### src/rtl/memctrl.sv
// memctrl: arbitrates one byte-wide synchronous RAM port between the
// instruction fetch stream and serialised 1/2/4-byte MEM loads and stores.
// IF owns the port whenever no MEM transaction is in flight.
module memctrl #(
    parameter int ADDR_W = 17
) (
    input  logic              clk,
    input  logic              rst,          // asynchronous, active low
    // instruction fetch side
    input  logic [31:0]       if_addr_i,
    output logic [7:0]        if_data_o,
    // MEM stage side
    input  logic              mem_req_i,
    input  logic              mem_we_i,
    input  logic [31:0]       mem_addr_i,
    input  logic [1:0]        mem_len_i,
    input  logic [31:0]       mem_wdata_i,
    output logic [31:0]       mem_rdata_o,
    output logic              mem_done_o,
    output logic              stall_req_o,
    // RAM port
    output logic [ADDR_W-1:0] ram_a_o,
    output logic [7:0]        ram_dout_o,
    output logic              ram_wr_o,
    input  logic [7:0]        ram_din_i
);

    typedef enum logic [2:0] {
        S_IDLE,
        S_RD,     // issue load addresses
        S_RW,     // capture the final load byte
        S_WR,     // write store bytes
        S_DONE
    } state_t;

    state_t              r_state;
    state_t              w_next_state;
    logic [ADDR_W-1:0]   r_base;      // only the RAM-visible address bits matter
    logic [31:0]         r_wdata;
    logic [2:0]          r_n;         // transaction length in bytes: 1, 2 or 4
    logic [2:0]          r_ic;        // bytes issued so far
    logic [1:0]          r_cc;        // next load lane to capture
    logic [31:0]         r_rdata;

    logic [2:0]          w_len_n;
    logic [ADDR_W-1:0]   w_addr;
    logic                w_last;
    logic                w_busy;
    logic                w_unused;

    // Address bits above the RAM window are intentionally dropped; the
    // base + offset add wraps silently at the top of the RAM.
    assign w_unused = ^{if_addr_i[31:ADDR_W], mem_addr_i[31:ADDR_W]};

    assign w_addr    = r_base + ADDR_W'(r_ic);
    assign w_last    = (r_ic == r_n - 3'd1);
    assign w_busy    = (r_state == S_RD) || (r_state == S_RW) || (r_state == S_WR);

    // IF sees the RAM read data directly; it simply ignores it while stalled.
    assign if_data_o   = ram_din_i;
    assign mem_rdata_o = r_rdata;

    // Stall is gated by reset so that it drops the instant reset asserts.
    assign stall_req_o = rst & (((r_state == S_IDLE) & mem_req_i) | w_busy);

    // Decode the size code into a byte count.
    always_comb begin
        case (mem_len_i)
            2'b00:   w_len_n = 3'd1;
            2'b01:   w_len_n = 3'd2;
            default: w_len_n = 3'd4;
        endcase
    end

    // State register.
    always_ff @(posedge clk or negedge rst) begin
        // NOTE: sequential state uses non-blocking assignments so every
        // register samples the pre-edge values, independent of block order.
        if (!rst) r_state <= S_IDLE;
        else      r_state <= w_next_state;
    end

    // Next-state and RAM port drive.
    always_comb begin
        // NOTE: every output of this block gets a default first, so no path
        // through the case statement can leave one unassigned (no latches).
        w_next_state = r_state;
        ram_a_o      = if_addr_i[ADDR_W-1:0];
        ram_dout_o   = 8'h00;
        ram_wr_o     = 1'b0;
        mem_done_o   = 1'b0;
        case (r_state)
            S_IDLE: begin
                if (mem_req_i) w_next_state = mem_we_i ? S_WR : S_RD;
            end
            S_RD: begin
                ram_a_o = w_addr;
                if (w_last) w_next_state = S_RW;
            end
            S_RW: begin
                ram_a_o      = w_addr;
                w_next_state = S_DONE;
            end
            S_WR: begin
                ram_a_o    = w_addr;
                ram_dout_o = r_wdata[{r_ic[1:0], 3'b000} +: 8];
                ram_wr_o   = 1'b1;
                if (w_last) w_next_state = S_DONE;
            end
            S_DONE: begin
                // mem_req_i is still high here; it is deliberately ignored.
                mem_done_o   = 1'b1;
                w_next_state = S_IDLE;
            end
            default: w_next_state = S_IDLE;
        endcase
    end

    // Transaction latch, issue/capture counters and load data assembly.
    always_ff @(posedge clk or negedge rst) begin
        if (!rst) begin
            r_base  <= '0;
            r_wdata <= '0;
            r_n     <= 3'd1;
            r_ic    <= '0;
            r_cc    <= '0;
            r_rdata <= '0;
        end else begin
            case (r_state)
                S_IDLE: begin
                    if (mem_req_i) begin
                        r_base  <= mem_addr_i[ADDR_W-1:0];
                        r_wdata <= mem_wdata_i;
                        r_n     <= w_len_n;
                        r_ic    <= '0;
                        r_cc    <= '0;
                        if (!mem_we_i) r_rdata <= '0;
                    end
                end
                S_RD: begin
                    r_ic <= r_ic + 3'd1;
                    // RAM data lags its address by one cycle, so the first
                    // RD cycle has nothing to capture yet.
                    if (r_ic != 3'd0) begin
                        r_rdata[{r_cc, 3'b000} +: 8] <= ram_din_i;
                        r_cc                         <= r_cc + 2'd1;
                    end
                end
                S_RW: begin
                    r_rdata[{r_cc, 3'b000} +: 8] <= ram_din_i;
                    r_cc                         <= r_cc + 2'd1;
                end
                S_WR: begin
                    r_ic <= r_ic + 3'd1;
                end
                default: ;
            endcase
        end
    end

endmodule
### config.mk
export PLATFORM = sky130hd
export DESIGN_NAME = memctrl
export DESIGN_NICKNAME = d
export VERILOG_FILES = /design/src/rtl/memctrl.sv
export SDC_FILE = /design/constraint.sdc
export NUM_CORES = 1
export LEC_CHECK = 0
export CORE_UTILIZATION = 49
export CTS_CLUSTER_DIAMETER = 100
export DETAILED_ROUTE_END_ITERATION = 8
export PLACE_DENSITY_LB_ADDON = 0.2
export REMOVE_ABC_BUFFERS = 1
export SLEW_MARGIN = 20
export SYNTH_ARGS = -nofsm -noshare
export SYNTH_HDL_FRONTEND = slang
export SYNTH_SLANG_ARGS = --single-unit
### constraint.sdc
create_clock -name clk -period 5.43 [get_ports clk]
set_clock_uncertainty 0.05 [all_clocks]
set_input_delay 1.086 -clock clk [delete_from_list [all_inputs] [get_ports clk]]
set_output_delay 1.086 -clock clk [all_outputs]
set_load 0.05 [all_outputs]
; Word-level counts from Yosys, hierarchy flattened
; Cells that the tools add are included.
[totals]
register_bits = 92
inputBits = 110
output_inout_bits = 68
elab_cells = 63
[classes]
addsub = 5
eq_ne = 11
shifts = 3
n_mux = 20
n_bitwise = 3
reduce_logical = 14
[ops]
columns = cell, n
row1 = 2-to-1 mux 32 bit, 3
row2 = one-hot mux 32 bit (3 select lines), 1
row3 = bitwise mux 32 bit, 1
row4 = variable shift 8 x 7 -> 32 bit (first input constant), 1
row5 = variable part select 32 x 6 -> 8 bit, 1
row6 = variable part select 8 x 7 -> 32 bit, 1
row7 = adder 17 x 3 -> 17 bit, 1
row8 = 2-to-1 mux 17 bit, 1
row9 = 2-to-1 mux 3 bit, 4
row10 = one-hot mux 3 bit (2 select lines), 2
row11 = one-hot mux 3 bit (4 select lines), 1
row12 = 2-to-1 mux 8 bit, 1
row13 = inequality test 2 bit (second input constant), 4
row14 = negator 5 -> 7 bit, 1
row15 = == test 3 x 2 -> 1 bit (second input constant), 2
row16 = 2-to-1 mux 2 bit, 3
row17 = one-hot mux 2 bit (3 select lines), 1
row18 = AND reduction 3 bit, 2
row19 = nonzero test 3 bit, 2
row20 = AND reduction 2 bit, 2
row21 = AND reduction 4 bit, 1
row22 = adder 3 x 1 -> 3 bit (second input constant), 1
row23 = == test 3 x 1 -> 1 bit (second input constant), 1
row24 = == test 3 bit, 1
row25 = other kinds (14), 17

; Logic depth before layout (Yosys ltp)
; Gate-level depths: netlist (run 1).
[depth]
ltp_word = 5
depth_mapped = 7
ltp_nobuf = 6

; Worst setup path before layout (run 1)
; OpenSTA, ideal clock, no wires.
[synth_timing]
path_kind = input -> output
from = input mem_req_i
to = output stall_req_o
arrival_time_ns = 2.973
required_ns = 4.294
slack_ns = 1.321
path_stages = 3
path_buffers = 1
path_cell_list = or4b_2 -> clkbuf_1 -> a21boi_0
[synth_between]
elab_chain_len = 3
[synth_lines]
columns = item, line
row1 = from (decl), 13  ; input logic mem_req_i,
row2 = bitwise AND 1 bit, 64  ; assign stall_req_o = rst & (((r_state == S_IDLE) & mem_req_i) | w_busy);
row3 = OR 1 bit, 64
row4 = bitwise AND 1 bit, 64
row5 = to (decl), 20  ; output logic stall_req_o,
; Every way passes these cells.

; Worst setup path after layout (run 1)
[layout_timing]
from = register r_ic[0]
to = output ram_a_o[14]
[layout_between]
elab_chain_len = 2
[layout_lines]
columns = item, line
row1 = from (decl), 41  ; logic [2:0] r_ic;
row2 = from (signal assigned), 141  ; r_ic <= r_ic + 3'd1;
row3 = from (signal assigned), 154  ; r_ic <= r_ic + 3'd1;
row4 = adder 17 x 3 -> 17 bit, 55  ; assign w_addr = r_base + ADDR_W'(r_ic);
row5 = 2-to-1 mux 17 bit, 92  ; case (r_state)
row6 = to (decl), 22  ; output logic [ADDR_W-1:0] ram_a_o,
; Every way passes these cells.

==> flow_summary.json, run 1 <==
{
  "outcome": "complete, no violations",
  "globalRouteTotalUtil_pct": 24.3,
  "cts_num_sinks": 92,
  "detailed_place.area_mm2": 0.00657,
  "cp-start-kind": "flop",
  "hold_slack_ns": 0.427,
  "die_w_um": 103,
  "ys_types": 50,
  "vdd_drop_max_mv": 0.326,
  "layout_commonest_cell": "nand2_1",
  "async_reset_ff_share_pct": 100,
  "power_density_mw_per_mm2": 562,
  "min_period_ns": 4.55,
  "relSlewSlack_pct": 38.5,
  "row_count": 36,
  "n_fill_cell": 783,
  "n_antenna_cell": 0,
  "io_pins": 178,
  "cts_hold_buf": 0,
  "netlist_instances": 552,
  "setup_viol": 0,
  "path_cells": "buf_4 > ha_1 > fa_1 > a21oi_1 > nor4_4 > a31o_2 > a31oi_1 > clkdlybuf4s50_1",
  "crit_arrival_ns": 3.42,
  "hold_path_class": "reg -> reg",
  "dp_hpwl_um": 8790,
  "end_kind": "primary output",
  "grt_overflow": 0,
  "ys.flop_type": "dfrtp_1",
  "required_ns": 4.29,
  "hold_violations": 0,
  "syn_to_final_growth_pct": 34.6,
  "worst_pin_slew_ns": 0.920,
  "wl_per_cell_um": 14.6,
  "cts_tree": "yes",
  "worstPathMaxFanout": 14,
  "clk_pin_slew_ns": 0.09,
  "die_area_mm2": 0.0107,
  "cts-root-buf": "clkbuf_8",
  "grt_max_degree": 53,
  "fin_crit_sh_pct": 83.9,
  "dr.first_iter.drc_count": 135,
  "syn_area_mm2": 0.00504,
  "ctsResizeCount": 0,
  "layout_common_cells": "nand2_1 (209), clkdlybuf4s50_1 (146), dfrtp_1 (91)",
  "ys_seq_area_share_pct": 45.7,
  "dr.pass1.iters": 4,
  "grt_pass1_vias": 4132,
  "rsz0062_at_grt": "false",
  "wirelength_um": 12100,
  "dpl.cell_count": 808,
  "finalInstanceArea_mm2": 0.00678,
  "slowest_delay_ns": 0.84,
  "max_freq_mhz": 220,
  "path_class": "reg -> out",
  "cp_slowest_cell": "clkdlybuf4s50_1",
  "via_per_inst": 5.17,
  "setup_tns_ns": 0,
  "h-tree-depth": 3,
  "die_h_um": 103,
  "maxCapViolCount": 0,
  "synth-warning-count": 0,
  "gp_congestion": 0.842,
  "grt_pass1_wl_um": 19600,
  "ant_nets": 0,
  "maxSlewViolCount": 0,
  "clockBufferDepth": 2,
  "layout-drive-gt1-share_pct": 7.81,
  "leakagePower_nw": 3.01,
  "postCtsSetupBuffers": 0,
  "synth_edf_count": 0,
  "clock_latency_ns": 0.36,
  "ys_seq_elements": 92,
  "antenna_found_initial": 0,
  "core_mm2": 0.00986,
  "avgSynthCellArea_um2": 9.13,
  "via_count": 4264,
  "start_util_pct": 51.1,
  "io_buffers": 147,
  "fin_cells": 824,
  "drc_errors": 0,
  "nets": 807,
  "cts_buffers": 9
}
[routing by layer]
| metal | share of wire, % | up-vias | global-route usage [%] |
|---|---|---|---|
| met3 | 4.6 | 20 | 3.02 |
| met5 | 0 | - | 0 |
| met1 | 42 | 2052 | 30.2 |
| met2 | 52 | 132 | 43.6 |
| li1 | - | 2060 | - |
| met4 | 2.0 | 0 | 8.88 |
[where the power goes]
part           internal, mW  leakage, nW  total [mW]  switching, mW
combinational         0.849         1.72        2.23           1.38
clock                 0.224       0.0983       0.468          0.243
sequential            0.923         1.19        1.11          0.190
[cell type report]
class                           count  area [um2]  share of cell area [%]
Multi-Input combinational cell    387        2430                    35.8
Sequential cell                    92        2300                    34.0
Timing Repair Buffer              155        1530                    22.6
Tap cell                          133         166                    2.45
Inverter                           41         154                    2.27
Clock buffer                       10         138                    2.03
Clock inverter                      6        63.8                   0.941
[sequential cells by signal (all words and copies together), names as in the netlist]
signal       count
r_base          17
mem_rdata_o     32
r_ic             3
r_wdata         32
r_state          3
r_n              3
r_cc             2
[worst max-delay path, delay by kind of cell, from the launching register on]
family / cells / cell delay [ns]
flops: 1 / 0.37
fa+ha+maj: 2 / 0.66
simple gates: 1 / 0.10
buf+inv: 2 / 1.05
compound gates: 3 / 0.88
[stage by stage]
stage	setup WS [ns]	utilization, %	total power [mW]
final	0.875	68.7	3.81
after global routing	0.668	68.7	4.07
after CTS	0.852	68.6	3.83
after detailed placement	0.987	66.6	3.36
after global placement	0.986	66.6	3.28
after floorplan	-0.300	-	2.67
[path summary, 6_finish.rpt]
path	startpoint	to	depth (start not counted)	slack, ns
min reg2reg	r_wdata[17]	r_wdata[17]	2	0.43
max in group asynchronous	rst	r_wdata[8]	2	3.66
min	r_wdata[17]	r_wdata[17]	2	0.43
min in group asynchronous	rst	mem_rdata_o[7]	1	0.65
max reg2reg	r_ic[1]	mem_rdata_o[4]	6	3.02
max	r_ic[0]	ram_a_o[14]	8	0.88
[kinds of logic (layout without fill, tap and decap cells)]
kind of cell             after synthesis  count (layout)  synth area share, %
flip-flops                            92              92                 45.7
AND/OR/NAND/NOR                      276             276                 25.9
buffers and inverters                 73             212                 6.43
multiplexers                          41              41                 10.2
XOR/XNOR                              15              15                 2.98
AO/OA/AOI/OAI                         44              44                 5.89
adder cells (fa/ha/maj)               11              11                 2.88
[synthesized netlist by cell type, types with 3 or more instances]
master    count  share of area (%)
clkbuf_1      8               0.60
nor2_1       10               0.75
mux2i_1      32                6.4
dfrtp_1      91                 45
a31oi_1       6               0.75
buf_4         9                1.3
buf_2        13                1.3
nand2_1     209                 16
xnor2_1       8                1.4
nor4_4        6                2.5
a21oi_1       8               0.79
and3_1       11                1.4
o21ai_0      14                1.4
nand4_1       3               0.37
nand2b_1      9                1.1
ha_1         10                2.5
inv_1        41                3.1
xor2_1        6                1.0
nor3b_1       3               0.45
or4_1         3               0.45
nand3_1       6               0.60
mux4_2        8                3.6
o31ai_1       3               0.45
Power figures use the tool's default switching activity.
==> run 2: changes to the inputs <==
--- a/config.mk
+++ b/config.mk
@@ -5,7 +5,7 @@
 export SDC_FILE = /design/constraint.sdc
 export NUM_CORES = 1
 export LEC_CHECK = 0
-export CORE_UTILIZATION = 49
+export CORE_UTILIZATION = 46
 export CTS_CLUSTER_DIAMETER = 100
 export DETAILED_ROUTE_END_ITERATION = 8
 export PLACE_DENSITY_LB_ADDON = 0.2
==> constraint.sdc (replaced) <==
create_clock -name clk -period 4.4 [get_ports clk]
set_clock_uncertainty 0.05 [all_clocks]
set_input_delay 0.88 -clock clk [delete_from_list [all_inputs] [get_ports clk]]
set_output_delay 0.88 -clock clk [all_outputs]
set_load 0.05 [all_outputs]
==> flow_summary.json, run 2 (same netlist as run 1, synthesis figures left out) <==
{
  "outcome": "complete, no violations",
  "dr.first_iter.drc_count": 151,
  "hold_slack_ns": 0.426,
  "min_period_ns": 4.03,
  "ant_nets": 0,
  "clockBufferDepth": 2,
  "ctsResizeCount": 0,
  "grt_max_degree": 57,
  "io_buffers": 147,
  "io_pins": 178,
  "layout_commonest_cell": "nand2_1",
  "die_h_um": 107,
  "cp_top_family": "buffers and inverters",
  "clock_latency_ns": 0.35,
  "power_mw": 4.68,
  "dpl.cell_count": 811,
  "n_antenna_cell": 0,
  "grt-busiest-layer": "met2",
  "drc_errors": 0,
  "layout_common_cells": "nand2_1 (209), clkdlybuf4s50_1 (142), dfrtp_1 (91)",
  "start_util_pct": 48.2,
  "path_cells": "ha_1 > fa_1 > a21oi_1 > nor3_1 > xnor2_1 > o21ai_0 > clkdlybuf4s50_1",
  "grt_pass1_vias": 4107,
  "path_class": "reg -> out",
  "globalRouteTotalUtil_pct": 22.3,
  "use_met1_pct": 28.6,
  "syn_to_final_growth_pct": 34.5,
  "power_density_mw_per_mm2": 690,
  "setup_viol": 0,
  "detailed_place.area_mm2": 0.00658,
  "die_w_um": 107,
  "slowest_delay_ns": 0.83,
  "worstPathMaxFanout": 4,
  "postCtsSetupBuffers": 0,
  "wl_per_cell_um": 14.4,
  "fin_crit_sh_pct": 91.6,
  "dr.pass1.iters": 4,
  "worst_pin_slew_ns": 0.985,
  "cts_num_sinks": 92,
  "hold_path_class": "reg -> reg",
  "cts_tree": "yes",
  "row_count": 37,
  "h-tree-depth": 3,
  "maxCapViolCount": 0,
  "cp_slowest_cell": "clkdlybuf4s50_1",
  "crit_arrival_ns": 3.10,
  "grt_overflow": 0,
  "grtUsageMet2_pct": 38.6,
  "maxSlewViolCount": 0,
  "grt_pass1_wl_um": 19900,
  "fin_cells": 827,
  "via_per_inst": 5.09,
  "antenna_found_initial": 0,
  "rsz0062_at_grt": "false",
  "end_kind": "primary output",
  "finalInstanceArea_mm2": 0.00678,
  "dp_hpwl_um": 8460,
  "max_freq_mhz": 248,
  "hold_violations": 0,
  "cp-start-kind": "flop",
  "use_met3_pct": 3.53,
  "layout-drive-gt1-share_pct": 8.39,
  "wirelength_um": 11900,
  "cts-root-buf": "clkbuf_8",
  "required_ns": 3.47,
  "nets": 807,
  "cts_buffers": 9,
  "via_count": 4209,
  "gp_congestion": 0.808,
  "clk_pin_slew_ns": 0.09,
  "path_buf_inv": 1,
  "setup_tns_ns": 0,
  "die_area_mm2": 0.0114,
  "leakagePower_nw": 3.01,
  "vdd_drop_max_mv": 0.555,
  "core_mm2": 0.0105,
  "relSlewSlack_pct": 34.3,
  "cts_hold_buf": 0
}
==> run 2: changes by cell type in the layout (fill, tap and decap cells not counted), sizes merged <==
cell,previous run,this run
buf,9,13
clkdlybuf4s50,146,142
inv,41,43
clkinv,3,1
==> run 2: cell type report <==
cell class,instances,area [um2]
inverters,41,154
clock buffers,10,128
well taps,136,170
multi-input cells,387,2420
clock inverters,6,71.3
flip-flops and latches,92,2300
fillers,906,3680
repair buffers,155,1530
==> run 2: report_power, final <==
| group | switching (mW) | internal (mW) |
|---|---|---|
| clock network | 0.309 | 0.268 |
| registers | 0.220 | 1.14 |
| logic | 1.70 | 1.04 |
==> run 2: per-stage QoR <==
step / worst slack (ns) / util [%]
3_3_place_gp: 0.716 / 62.9
4_1_cts: 0.344 / 64.8
3_5_place_dp: 0.735 / 62.9
5_1_grt: 0.235 / 64.8
6_report: 0.368 / 64.8
2_1_floorplan: -1.12 / -
==> run 2: final timing paths <==
path	slack (ns)	start	cells after the start	to
max	0.37	r_base[0]	7	ram_a_o[10]
min	0.43	r_wdata[24]	2	r_wdata[24]
max reg2reg	2.15	r_ic[1]	7	mem_rdata_o[0]
min reg2reg	0.43	r_wdata[24]	2	r_wdata[24]
max in group asynchronous	2.80	rst	2	r_wdata[26]
min in group asynchronous	0.45	rst	1	mem_rdata_o[5]
==> run 2: worst register-to-register path, cell delays in order (launching register included) <==
cell	delay, ns
dfrtp_1	0.41
buf_4	0.23
inv_1	0.08
ha_1	0.18
nand2b_1	0.11
a2bb2oi_4	0.13
nor4_4	0.72
mux2i_1	0.28
==> run 2: metal layers <==
layer / up-vias / wire (um)
met4: 0 / 172
met2: 132 / 6030
met3: 13 / 648
met1: 2004 / 5060
met5: - / 0
li1: 2060 / -
==> run 3: changes to the inputs <==
--- a/config.mk
+++ b/config.mk
@@ -5,6 +5,7 @@
 export SDC_FILE = /design/constraint.sdc
 export NUM_CORES = 1
 export LEC_CHECK = 0
+export CAP_MARGIN = 0
 export CORE_UTILIZATION = 46
 export CTS_CLUSTER_DIAMETER = 100
 export DETAILED_ROUTE_END_ITERATION = 8
==> results of run 3 <==
The final DEF is identical to that of run 2; final timing and power are the same.
